--- src/rtl/define.sv ---
// rtl/define.sv - Y86-64 instruction codes and field widths shared by the stage2 core.
`ifndef SEQ_DEFINE_SV
`define SEQ_DEFINE_SV

`define NIBBLE_WIDTH 4

`define IHALT   4'h0
`define INOP    4'h1
`define IRRMOVQ 4'h2
`define IIRMOVQ 4'h3
`define IRMMOVQ 4'h4
`define IMRMOVQ 4'h5
`define IOPQ    4'h6
`define IJXX    4'h7
`define ICALL   4'h8
`define IRET    4'h9
`define IPUSHQ  4'hA
`define IPOPQ   4'hB

`endif

--- src/rtl/seq_pkg.sv ---
// rtl/seq_pkg.sv - Sequencer status/state types and instruction-class helpers.
`ifndef SEQ_DEFINE_SV
`include "define.sv"
`endif

package seq_pkg;

    typedef enum logic [1:0] {
        AOK = 2'd0,
        HLT = 2'd1,
        ADR = 2'd2,
        INS = 2'd3
    } stat_t;

    typedef enum logic [3:0] {
        IDLE    = 4'd0,
        FETCH   = 4'd1,
        DECODE  = 4'd2,
        EXECUTE = 4'd3,
        MEMORY  = 4'd4,
        WRBACK  = 4'd5,
        PCUPD   = 4'd6,
        HALT    = 4'd7,
        ERR     = 4'd8
    } seq_state_t;

    function automatic logic uses_mem(input logic [`NIBBLE_WIDTH-1:0] ic);
        case (ic)
            `IRMMOVQ, `IMRMOVQ, `ICALL, `IRET, `IPUSHQ, `IPOPQ: return 1'b1;
            default: return 1'b0;
        endcase
    endfunction

    // Conditional moves always pass through WRBACK; the datapath squashes the write.
    function automatic logic uses_wb(input logic [`NIBBLE_WIDTH-1:0] ic);
        case (ic)
            `IRRMOVQ, `IIRMOVQ, `IMRMOVQ, `IOPQ,
            `ICALL, `IRET, `IPUSHQ, `IPOPQ: return 1'b1;
            default: return 1'b0;
        endcase
    endfunction

endpackage

--- src/rtl/seq_ctrl_if.sv ---
// rtl/seq_ctrl_if.sv - Control, memory-handshake and strobe bundle between core wrapper and sequencer.
`ifndef SEQ_DEFINE_SV
`include "define.sv"
`endif

interface seq_ctrl_if #(
    parameter int RETIRE_W = 32
);
    import seq_pkg::*;

    logic                     start;
    logic                     stop_req;
    logic                     clear;
    logic [`NIBBLE_WIDTH-1:0] icode;
    logic                     instr_valid;
    logic                     imem_req;
    logic                     imem_ack;
    logic                     imem_err;
    logic                     dmem_req;
    logic                     dmem_ack;
    logic                     dmem_err;
    logic                     en_fetch;
    logic                     en_decode;
    logic                     en_execute;
    logic                     en_memory;
    logic                     en_wrback;
    logic                     en_pc;
    logic                     busy;
    stat_t                    stat;
    logic [RETIRE_W-1:0]      retired;

    modport master (
        output start, stop_req, clear, icode, instr_valid,
               imem_ack, imem_err, dmem_ack, dmem_err,
        input  imem_req, dmem_req, en_fetch, en_decode, en_execute,
               en_memory, en_wrback, en_pc, busy, stat, retired
    );

    modport slave (
        input  start, stop_req, clear, icode, instr_valid,
               imem_ack, imem_err, dmem_ack, dmem_err,
        output imem_req, dmem_req, en_fetch, en_decode, en_execute,
               en_memory, en_wrback, en_pc, busy, stat, retired
    );

endinterface

--- src/rtl/mem_wait_timer.sv ---
// rtl/mem_wait_timer.sv - Watchdog for one outstanding memory request; shared by fetch and data waits.
module mem_wait_timer #(
    parameter int MEM_TIMEOUT = 16
) (
    input  logic sys_clk,
    input  logic rst,
    input  logic clear_i,
    input  logic waiting_i,
    input  logic ack_i,
    output logic timeout_o
);

    localparam int CW = (MEM_TIMEOUT > 1) ? $clog2(MEM_TIMEOUT) : 1;
    localparam logic [CW-1:0] LAST = CW'(MEM_TIMEOUT - 1);

    logic [CW-1:0] cnt_q;

    always_ff @(posedge sys_clk) begin
        if (rst || clear_i) begin
            cnt_q <= '0;
        end else if (waiting_i && !ack_i) begin
            cnt_q <= cnt_q + 1'b1;
        end
    end

    // An ack arriving in the final allowed cycle beats the timeout.
    assign timeout_o = waiting_i && !ack_i && (cnt_q == LAST);

endmodule

--- src/rtl/seq_ctrl.sv ---
// rtl/seq_ctrl.sv - Multi-cycle Y86-64 sequencer: walks one instruction through the six stages and strobes the datapath.
`ifndef SEQ_DEFINE_SV
`include "define.sv"
`endif

module seq_ctrl
    import seq_pkg::*;
#(
    parameter int MEM_TIMEOUT = 16,
    parameter int RETIRE_W    = 32
) (
    input  logic       sys_clk,
    input  logic       rst,
    seq_ctrl_if.slave  bus
);

    seq_state_t               state_q;
    stat_t                    stat_q;
    logic [RETIRE_W-1:0]      retired_q;
    logic [`NIBBLE_WIDTH-1:0] icode_q;

    logic waiting;
    logic mem_ack;
    logic wait_clear;
    logic timeout;

    assign waiting    = (state_q == FETCH) || (state_q == MEMORY);
    assign mem_ack    = (state_q == FETCH) ? bus.imem_ack : bus.dmem_ack;
    // Restart the watchdog on every transition into a wait state.
    assign wait_clear = ((state_q == IDLE) && bus.start)
                     || ((state_q == PCUPD) && !bus.stop_req)
                     || ((state_q == EXECUTE) && uses_mem(icode_q));

    mem_wait_timer #(
        .MEM_TIMEOUT(MEM_TIMEOUT)
    ) u_timer (
        .sys_clk   (sys_clk),
        .rst       (rst),
        .clear_i   (wait_clear),
        .waiting_i (waiting),
        .ack_i     (mem_ack),
        .timeout_o (timeout)
    );

    always_ff @(posedge sys_clk) begin
        if (rst) begin
            state_q   <= IDLE;
            stat_q    <= AOK;
            retired_q <= '0;
            icode_q   <= '0;
        end else begin
            case (state_q)
                IDLE: begin
                    if (bus.start) state_q <= FETCH;
                end
                FETCH: begin
                    if (bus.imem_ack) begin
                        icode_q <= bus.icode;
                        if (bus.imem_err) begin
                            state_q <= ERR;
                            stat_q  <= ADR;
                        end else if (!bus.instr_valid) begin
                            state_q <= ERR;
                            stat_q  <= INS;
                        end else if (bus.icode == `IHALT) begin
                            state_q   <= HALT;
                            stat_q    <= HLT;
                            retired_q <= retired_q + 1'b1;
                        end else begin
                            state_q <= DECODE;
                        end
                    end else if (timeout) begin
                        state_q <= ERR;
                        stat_q  <= ADR;
                    end
                end
                DECODE: state_q <= EXECUTE;
                EXECUTE: begin
                    if (uses_mem(icode_q))     state_q <= MEMORY;
                    else if (uses_wb(icode_q)) state_q <= WRBACK;
                    else                       state_q <= PCUPD;
                end
                MEMORY: begin
                    if (bus.dmem_ack) begin
                        if (bus.dmem_err) begin
                            state_q <= ERR;
                            stat_q  <= ADR;
                        end else if (uses_wb(icode_q)) begin
                            state_q <= WRBACK;
                        end else begin
                            state_q <= PCUPD;
                        end
                    end else if (timeout) begin
                        state_q <= ERR;
                        stat_q  <= ADR;
                    end
                end
                WRBACK: state_q <= PCUPD;
                PCUPD: begin
                    retired_q <= retired_q + 1'b1;
                    state_q   <= bus.stop_req ? IDLE : FETCH;
                end
                HALT, ERR: begin
                    if (bus.clear) begin
                        state_q <= IDLE;
                        stat_q  <= AOK;
                    end
                end
                default: state_q <= IDLE;
            endcase
        end
    end

    // Strobes are suppressed in a reset cycle so an aborted instruction never commits.
    always_comb begin
        bus.en_fetch   = 1'b0;
        bus.en_decode  = 1'b0;
        bus.en_execute = 1'b0;
        bus.en_memory  = 1'b0;
        bus.en_wrback  = 1'b0;
        bus.en_pc      = 1'b0;
        if (!rst) begin
            bus.en_fetch   = (state_q == FETCH) && bus.imem_ack;
            bus.en_decode  = (state_q == DECODE);
            bus.en_execute = (state_q == EXECUTE);
            bus.en_memory  = (state_q == MEMORY) && bus.dmem_ack;
            bus.en_wrback  = (state_q == WRBACK);
            bus.en_pc      = (state_q == PCUPD);
        end
    end

    assign bus.imem_req = (state_q == FETCH);
    assign bus.dmem_req = (state_q == MEMORY);
    assign bus.busy     = (state_q != IDLE) && (state_q != HALT) && (state_q != ERR);
    assign bus.stat     = stat_q;
    assign bus.retired  = retired_q;

endmodule

--- src/flat_wrapper.sv ---
// flat-port wrapper written by rule: the top's interface ports become plain ports
module seq_ctrl_flat import seq_pkg::*;
#(
    parameter int MEM_TIMEOUT = 16,
    parameter int RETIRE_W    = 32
)
  (sys_clk, rst, bus_start, bus_stop_req, bus_clear, bus_icode, bus_instr_valid, bus_imem_ack, bus_imem_err, bus_dmem_ack, bus_dmem_err, bus_imem_req, bus_dmem_req, bus_en_fetch, bus_en_decode, bus_en_execute, bus_en_memory, bus_en_wrback, bus_en_pc, bus_busy, bus_stat, bus_retired);
  seq_ctrl_if #(.RETIRE_W(RETIRE_W)) bus_i ();
  input  logic sys_clk;
  input  logic rst;
  input wire logic [$bits(bus_i.start)-1:0] bus_start;
  input wire logic [$bits(bus_i.stop_req)-1:0] bus_stop_req;
  input wire logic [$bits(bus_i.clear)-1:0] bus_clear;
  input wire logic [$bits(bus_i.icode)-1:0] bus_icode;
  input wire logic [$bits(bus_i.instr_valid)-1:0] bus_instr_valid;
  input wire logic [$bits(bus_i.imem_ack)-1:0] bus_imem_ack;
  input wire logic [$bits(bus_i.imem_err)-1:0] bus_imem_err;
  input wire logic [$bits(bus_i.dmem_ack)-1:0] bus_dmem_ack;
  input wire logic [$bits(bus_i.dmem_err)-1:0] bus_dmem_err;
  output wire logic [$bits(bus_i.imem_req)-1:0] bus_imem_req;
  output wire logic [$bits(bus_i.dmem_req)-1:0] bus_dmem_req;
  output wire logic [$bits(bus_i.en_fetch)-1:0] bus_en_fetch;
  output wire logic [$bits(bus_i.en_decode)-1:0] bus_en_decode;
  output wire logic [$bits(bus_i.en_execute)-1:0] bus_en_execute;
  output wire logic [$bits(bus_i.en_memory)-1:0] bus_en_memory;
  output wire logic [$bits(bus_i.en_wrback)-1:0] bus_en_wrback;
  output wire logic [$bits(bus_i.en_pc)-1:0] bus_en_pc;
  output wire logic [$bits(bus_i.busy)-1:0] bus_busy;
  output wire logic [$bits(bus_i.stat)-1:0] bus_stat;
  output wire logic [$bits(bus_i.retired)-1:0] bus_retired;
  assign bus_i.start = bus_start;
  assign bus_i.stop_req = bus_stop_req;
  assign bus_i.clear = bus_clear;
  assign bus_i.icode = bus_icode;
  assign bus_i.instr_valid = bus_instr_valid;
  assign bus_i.imem_ack = bus_imem_ack;
  assign bus_i.imem_err = bus_imem_err;
  assign bus_i.dmem_ack = bus_dmem_ack;
  assign bus_i.dmem_err = bus_dmem_err;
  assign bus_imem_req = bus_i.imem_req;
  assign bus_dmem_req = bus_i.dmem_req;
  assign bus_en_fetch = bus_i.en_fetch;
  assign bus_en_decode = bus_i.en_decode;
  assign bus_en_execute = bus_i.en_execute;
  assign bus_en_memory = bus_i.en_memory;
  assign bus_en_wrback = bus_i.en_wrback;
  assign bus_en_pc = bus_i.en_pc;
  assign bus_busy = bus_i.busy;
  assign bus_stat = bus_i.stat;
  assign bus_retired = bus_i.retired;
  seq_ctrl #(.MEM_TIMEOUT(MEM_TIMEOUT), .RETIRE_W(RETIRE_W)) u_core (.sys_clk(sys_clk), .rst(rst), .bus(bus_i));
endmodule
--- config.mk ---
export PLATFORM = sky130hd
export DESIGN_NAME = seq_ctrl_flat
export DESIGN_NICKNAME = d
export VERILOG_FILES = /design/src/rtl/seq_pkg.sv /design/src/rtl/seq_ctrl_if.sv /design/src/rtl/mem_wait_timer.sv /design/src/rtl/seq_ctrl.sv /design/src/flat_wrapper.sv
export VERILOG_INCLUDE_DIRS = /design/src /design/src/rtl
export SDC_FILE = /design/constraint.sdc
export NUM_CORES = 1
export LEC_CHECK = 0
export BUFFER_PORTS_ARGS = -buffer_cell sky130_fd_sc_hd__buf_2
export CORE_ASPECT_RATIO = 0.5
export CORE_MARGIN = 2
export CORE_UTILIZATION = 35
export CTS_CLUSTER_DIAMETER = 30
export DETAILED_ROUTE_END_ITERATION = 7
export PLACE_DENSITY = 0.52
export RECOVER_POWER = 100
export SLEW_MARGIN = 25
export SYNTH_ARGS = -nofsm -noshare
export SYNTH_HDL_FRONTEND = slang
export SYNTH_SLANG_ARGS = --single-unit
export TNS_END_PERCENT = 10
--- constraint.sdc ---
create_clock -name sys_clk -period 4.55 [get_ports sys_clk]
set_clock_uncertainty 0.1 [all_clocks]
set_input_delay 0.455 -clock sys_clk [delete_from_list [all_inputs] [get_ports sys_clk]]
set_output_delay 0.455 -clock sys_clk [all_outputs]
set_load 0.03 [all_outputs]
---- Word-level counts from Yosys, hierarchy flattened ----
Memories as Yosys holds them, arrays and structs flattened. A register that Yosys moved wholly into a read port is not among the register bits.
Cells that the tools add are included.
word-level totals
  input port bits ......................... 14
  register bits ........................... 46
  word-level logic and storage cells ...... 109
  memories kept ........................... 2
  memory bits (read-only) ................. 32
cells by class
  add/sub/neg operators ................... 2
  equality and inequality tests ........... 25
  reductions and logical operators ........ 26
  mux-type cells .......................... 49
memory list
  memory            words  bits a word  read ports  clocked after Yosys merged registers in  wr ports  line           text
  (name not given)  16     1            1           1                                        0         seq_pkg.sv:36  case (ic)
  (name not given)  16     1            1           1                                        0         seq_pkg.sv:36
operators with widths
  operator                                                count
  2-to-1 mux 32 bit                                       4
  case mux 32 bit (2 select lines)                        1
  2-to-1 mux 4 bit                                        13
  adder 32 x 1 -> 32 bit (second input constant)          1
  case mux 4 bit (8 select lines)                         1
  == test 4 x 3 -> 1 bit (second input constant)          6
  == test 4 bit (second input constant)                   6
  2-to-1 mux 2 bit                                        10
  2-to-1 mux 1 bit                                        18
  inequality test 2 bit (second input constant)           5
  logical AND 1 bit                                       9
  == test 4 x 2 -> 1 bit (second input constant)          2
  logical NOT 4 bit                                       2
  case mux 2 bit (3 select lines)                         1
  OR reduction 6 bit                                      1
  inequality test 5 x 4 -> 1 bit (second input constant)  1
  AND reduction 5 bit                                     1
  adder 4 x 1 -> 4 bit (second input constant)            1
  == test 4 x 1 -> 1 bit (second input constant)          1
  logical OR 1 bit                                        4
  inequality test 4 x 3 -> 1 bit (second input constant)  1
  inequality test 4 bit (second input constant)           1
  AND reduction 2 bit                                     2
  AND reduction 4 bit                                     1
  8 further kinds                                         9

---- Logic depth before layout (Yosys ltp) ----
  word-level depth ........................ 11
  depth in mapped cells ................... 7

---- Modules after synthesis ----
Synthesis repeated with hierarchy kept, for this count alone.
unflattened totals
  cell total of the unflattened synthesis .. 323
  area total of the unflattened synthesis .. 2561.2 µm²
by module, submodules not included
  module          times used  area each (µm²)  cells each  sequential area each (µm²)
  seq_ctrl        1           2364.8           304         860.8
  mem_wait_timer  1           196.4            19          80.1

---- Worst setup path before layout ----
Ideal clock, no wire load.
  path kind ............................... reg-to-reg
  start ................................... register u_core.state_q[3]
  end ..................................... register u_core.retired_q[25], in the netlist u_core.bus.retired[25]
  cell stages (with the launch flop) ...... 7
  buffers on the path ..................... 1
  required time ........................... 4379 ps
  arrival time ............................ 2439 ps
  slack ................................... 1941 ps
  cells stage by stage .................... dfxtp_1 > buf_6 > nor4b_4 > a32oi_4 > or4_4 > or3_1 > a21oi_1
between the ends
  cells in the longest elaborated chain, start to end .. 3
  elaborated cells between the ends (all ways) .. 9
  classes of those cells .................. 6 x eq/ne; 1 x mux; 2 x reduce/logical
RTL lines
  what                                                              line                text
  start: declaration                                                seq_ctrl.sv:17      seq_state_t state_q;
  start signal: assignment                                          seq_ctrl.sv:101     state_q <= bus.stop_req ? IDLE : FETCH;
  == test 4 x 1 -> 1 bit (*)                                        -
  net bus_imem_req                                                  flat_wrapper.sv:20  output wire logic [$bits(bus_i.imem_req)-1:0] bus_imem_req;
  inequality test 2 x 1 -> 1 bit (no line) (tied with other cells)  -
  AND reduction 5 bit (no line)                                     -
  end signal: assignment                                            seq_ctrl.sv:68      retired_q <= retired_q + 1'b1;
  end signal: assignment                                            seq_ctrl.sv:100     retired_q <= retired_q + 1'b1;
  end: declaration                                                  seq_ctrl.sv:19      logic [RETIRE_W-1:0] retired_q;
The timed path passes the listed nets; every way through them passes the cells marked *.
A chain may end at the register's enable or synchronous reset.

---- Worst setup path after layout ----
  start ................................... register u_core.state_q[0]
  end ..................................... register u_core.retired_q[28], in the netlist u_core.bus.retired[28]
between the ends
  cells in the longest elaborated chain, start to end .. 3
  elaborated cells between the ends (all ways) .. 9
  classes of those cells .................. 6 x eq/ne; 1 x mux; 2 x reduce/logical
RTL lines
  what                                                                     line            text
  == test 4 x 1 -> 1 bit / == test 4 x 3 -> 1 bit (equally long branches)  seq_ctrl.sv:52  case (state_q)
  inequality test 2 x 1 -> 1 bit (no line) (tied with other cells)         -
  AND reduction 5 bit (no line)                                            -
Parallel ways exist; a longest one is shown, timed or not.

==> flow_summary.ini <==
[critical_path]
max_stage_delay_ns = 0.97
critical-path-slowest-cell = nor4_1
crit_chain = nor4b_4 > a32oi_4 > nor4_1 > nand3_1 > mux2_2
cp-start-kind = flop
crit_family = simple AND/OR/NAND/NOR gates
worst-path-buf-inv = 0
critical_path.max_fanout = 25
critical_path_class = flop to flop
required_ns = 4.62
arrival_ns = 3.32
end_kind = flop

[synth]
synth-main-ff-cell = dfxtp_1
avgSynthCellArea_um2 = 8.31
yosysWarnings = 0
synth.distinct_cells = 56
mappedNetlistNets = 324
synthAdderAreaFrac = 0.00978
synthXorXnorAreaFrac = 0.0890
synth_top_family_by_area = simple AND/OR/NAND/NOR gates
synth.area.mux_share = 0.0166
synthSimpleGateAreaFrac = 0.326
ys_ff_latch = 47
syn-instance-count = 308
synth-compound-area-share = 0.148
synthesis.area_um2 = 2560
ys_seq_area_frac = 0.368
async_reset_ff_frac = 0
synth_edf_count = 0

[grt]
grt_overflow_total = 0
antenna_found_initial = 0
gr-usage-all-layers = 0.160
grt_pass1_wl_mm = 10.5
grt_max_degree = 49
grt_pass1_vias = 2174

[power]
switching_share = 0.302
p_int_uw = 766
power.leakage_uw = 0.000958
p_comb_frac = 0.197
power.density_nw_per_um2 = 367
clock_power_share = 0.376
power.share.sequential = 0.427
power_switching_uw = 332
ir_worst_vdd_mv = 0.141

[clock_tree]
post_cts_resize_count = 0
cts_setup_buffers = 0
clkSinkCount = 47
cts-buffers-inserted = 5
h-tree-depth = 2
cts_tree = yes
cts.reportedPaths.clkPinSlew_ns = 0.07
root_buffer = clkbuf_16
hold_buffers = 0
clock_path_buffers = 2
clk_latency_ns = 0.29

[placed_design]
post-place-ws_ns = 1.63
post-dp-hpwl_mm = 4.61
place_congestion = 0.832
io_buffers = 56

[drt]
avgViaCountPerCell = 5.30
drtPass1Iterations = 4
drc = 0
dr.first_iter.drc_count = 128
routed_wl_mm = 6.38
ant_nets = 0
wire_per_inst_um = 14.2
vias = 2378

[sta]
setup-tns-final_ns = 0
tightest_slew_ns = 1.02
fmax_ghz = 0.308
setup_viol_count_final = 0
post-route-worst-setup-slack_ns = 1.30
grt_setup_unrepaired = false
slew_headroom = 0.314
min_period_ns = 3.25
period_share = 0.714
slew_violations = 0
hold_viol = 0

[cells_and_area]
seq_area_um2 = 941
drive_above_1_share = 0.0980
nets = 373
multi_input_area_um2 = 1490
final_cell_mix = 47 x dfxtp_1, 42 x nor2_1, 42 x clkbuf_1
fillers = 735
area_delta_synth_final_pct = 16.8
final_common_cell = dfxtp_1
n_antenna_cell = 0

[floorplan]
fp.dieW_um = 125
start_util = 0.372
chipHeight_um = 64.5
die_area_um2 = 8060
coreArea_um2 = 6880
boundaryPins = 57
num_rows = 21

[hold_path]
hp-class = input port to flop

[flow_run]
maxCapViolations = 0

[outcome]
status = finished clean
-- layout make-up --
| type | count | share of cell area |
|---|---|---|
| Timing Repair Buffer | 57 | 0.0787 |
| Multi-Input combinational cell | 234 | 0.499 |
| Inverter | 12 | 0.0151 |
| Tap cell | 92 | 0.0385 |
| Sequential cell | 47 | 0.315 |
| Clock buffer | 5 | 0.0419 |
| Clock inverter | 2 | 0.0126 |
-- Yosys cell counts (3+ instances only) --
| library cell | instances | share of area |
|---|---|---|
| a21oi_1 | 15 | 0.029 |
| o21ai_0 | 13 | 0.025 |
| clkbuf_1 | 12 | 0.018 |
| xnor2_1 | 22 | 0.075 |
| nor4_1 | 9 | 0.022 |
| nor3_1 | 6 | 0.012 |
| nand3b_1 | 4 | 0.012 |
| nand2_1 | 22 | 0.032 |
| nand3_1 | 15 | 0.029 |
| or3_1 | 3 | 0.0073 |
| nor4b_1 | 6 | 0.021 |
| dfxtp_1 | 47 | 0.37 |
| inv_1 | 12 | 0.018 |
| nand4_1 | 8 | 0.020 |
| xor2_1 | 4 | 0.014 |
| nor3b_1 | 3 | 0.0088 |
| nor2b_1 | 6 | 0.015 |
| a211oi_1 | 4 | 0.012 |
| o31ai_1 | 3 | 0.0088 |
| and3_1 | 3 | 0.0073 |
| nor2_1 | 42 | 0.062 |
-- power groups by stage --
stage	logic (uW)	registers [uW]	clock network, uW
floorplan	172	467	0
global placement	220	474	0
detailed placement	220	477	0
CTS	221	468	425
global route	240	472	444
finish	216	469	412
-- state kept, by name, summed over array words and instances, names as in the netlist, named ones only --
signal and flops:
u_core.bus.retired 32, u_core.icode_q 4, u_core.state_q 4, u_core.u_timer.cnt_q 4, u_core.bus.stat 2
-- cell families (layout without fill, tap and decap cells) --
family	Yosys count	after routing
mux	4	4
buf+inv	27	76
fa+ha+maj	2	2
xor+xnor	26	26
flops	47	47
compound gates	55	55
simple gates	147	147
-- layer usage --
| layer | part of all wire | up-vias | GRT usage | routed length, um |
|---|---|---|---|---|
| met4 | 0.010 | 0 | 0.0431 | 64 |
| met3 | 0.043 | 7 | 0.0429 | 276 |
| met5 | 0 | - | 0 | 0 |
| met2 | 0.46 | 43 | 0.260 | 2920 |
| li1 | - | 1207 | - | - |
| met1 | 0.49 | 1121 | 0.212 | 3110 |
-- through the flow --
stage	cell area [um2]	std cells	utilization	total power, uW	hold slack [ns]
floorplan	2560	308	-	640	0.346
global route	2990	449	0.434	1160	0.371
global placement	2900	442	0.421	694	0.364
detailed placement	2900	442	0.421	696	0.366
finish	2990	449	0.434	1100	0.366
CTS	3060	449	0.445	1110	0.356
-- worst reg2reg max path: stages, from the launching register on --
cell and delay (ns):
dfxtp_1 0.59, nor4b_4 0.55, a32oi_4 0.43, nor4_1 0.98, nand3_1 0.18, mux2_2 0.31
-- path summary, 6_finish.rpt --
| kind | start | endpoint | slack (ns) | cells after the start |
|---|---|---|---|---|
| max | u_core.state_q[0] | u_core.bus.retired[28] | 1.30 | 5 |
| min | bus_icode[1] | u_core.icode_q[1] | 0.37 | 3 |
| max reg2reg | u_core.state_q[0] | u_core.bus.retired[28] | 1.30 | 5 |
| min reg2reg | u_core.icode_q[0] | u_core.icode_q[0] | 0.38 | 2 |
(Power assumes the default switching activity.)
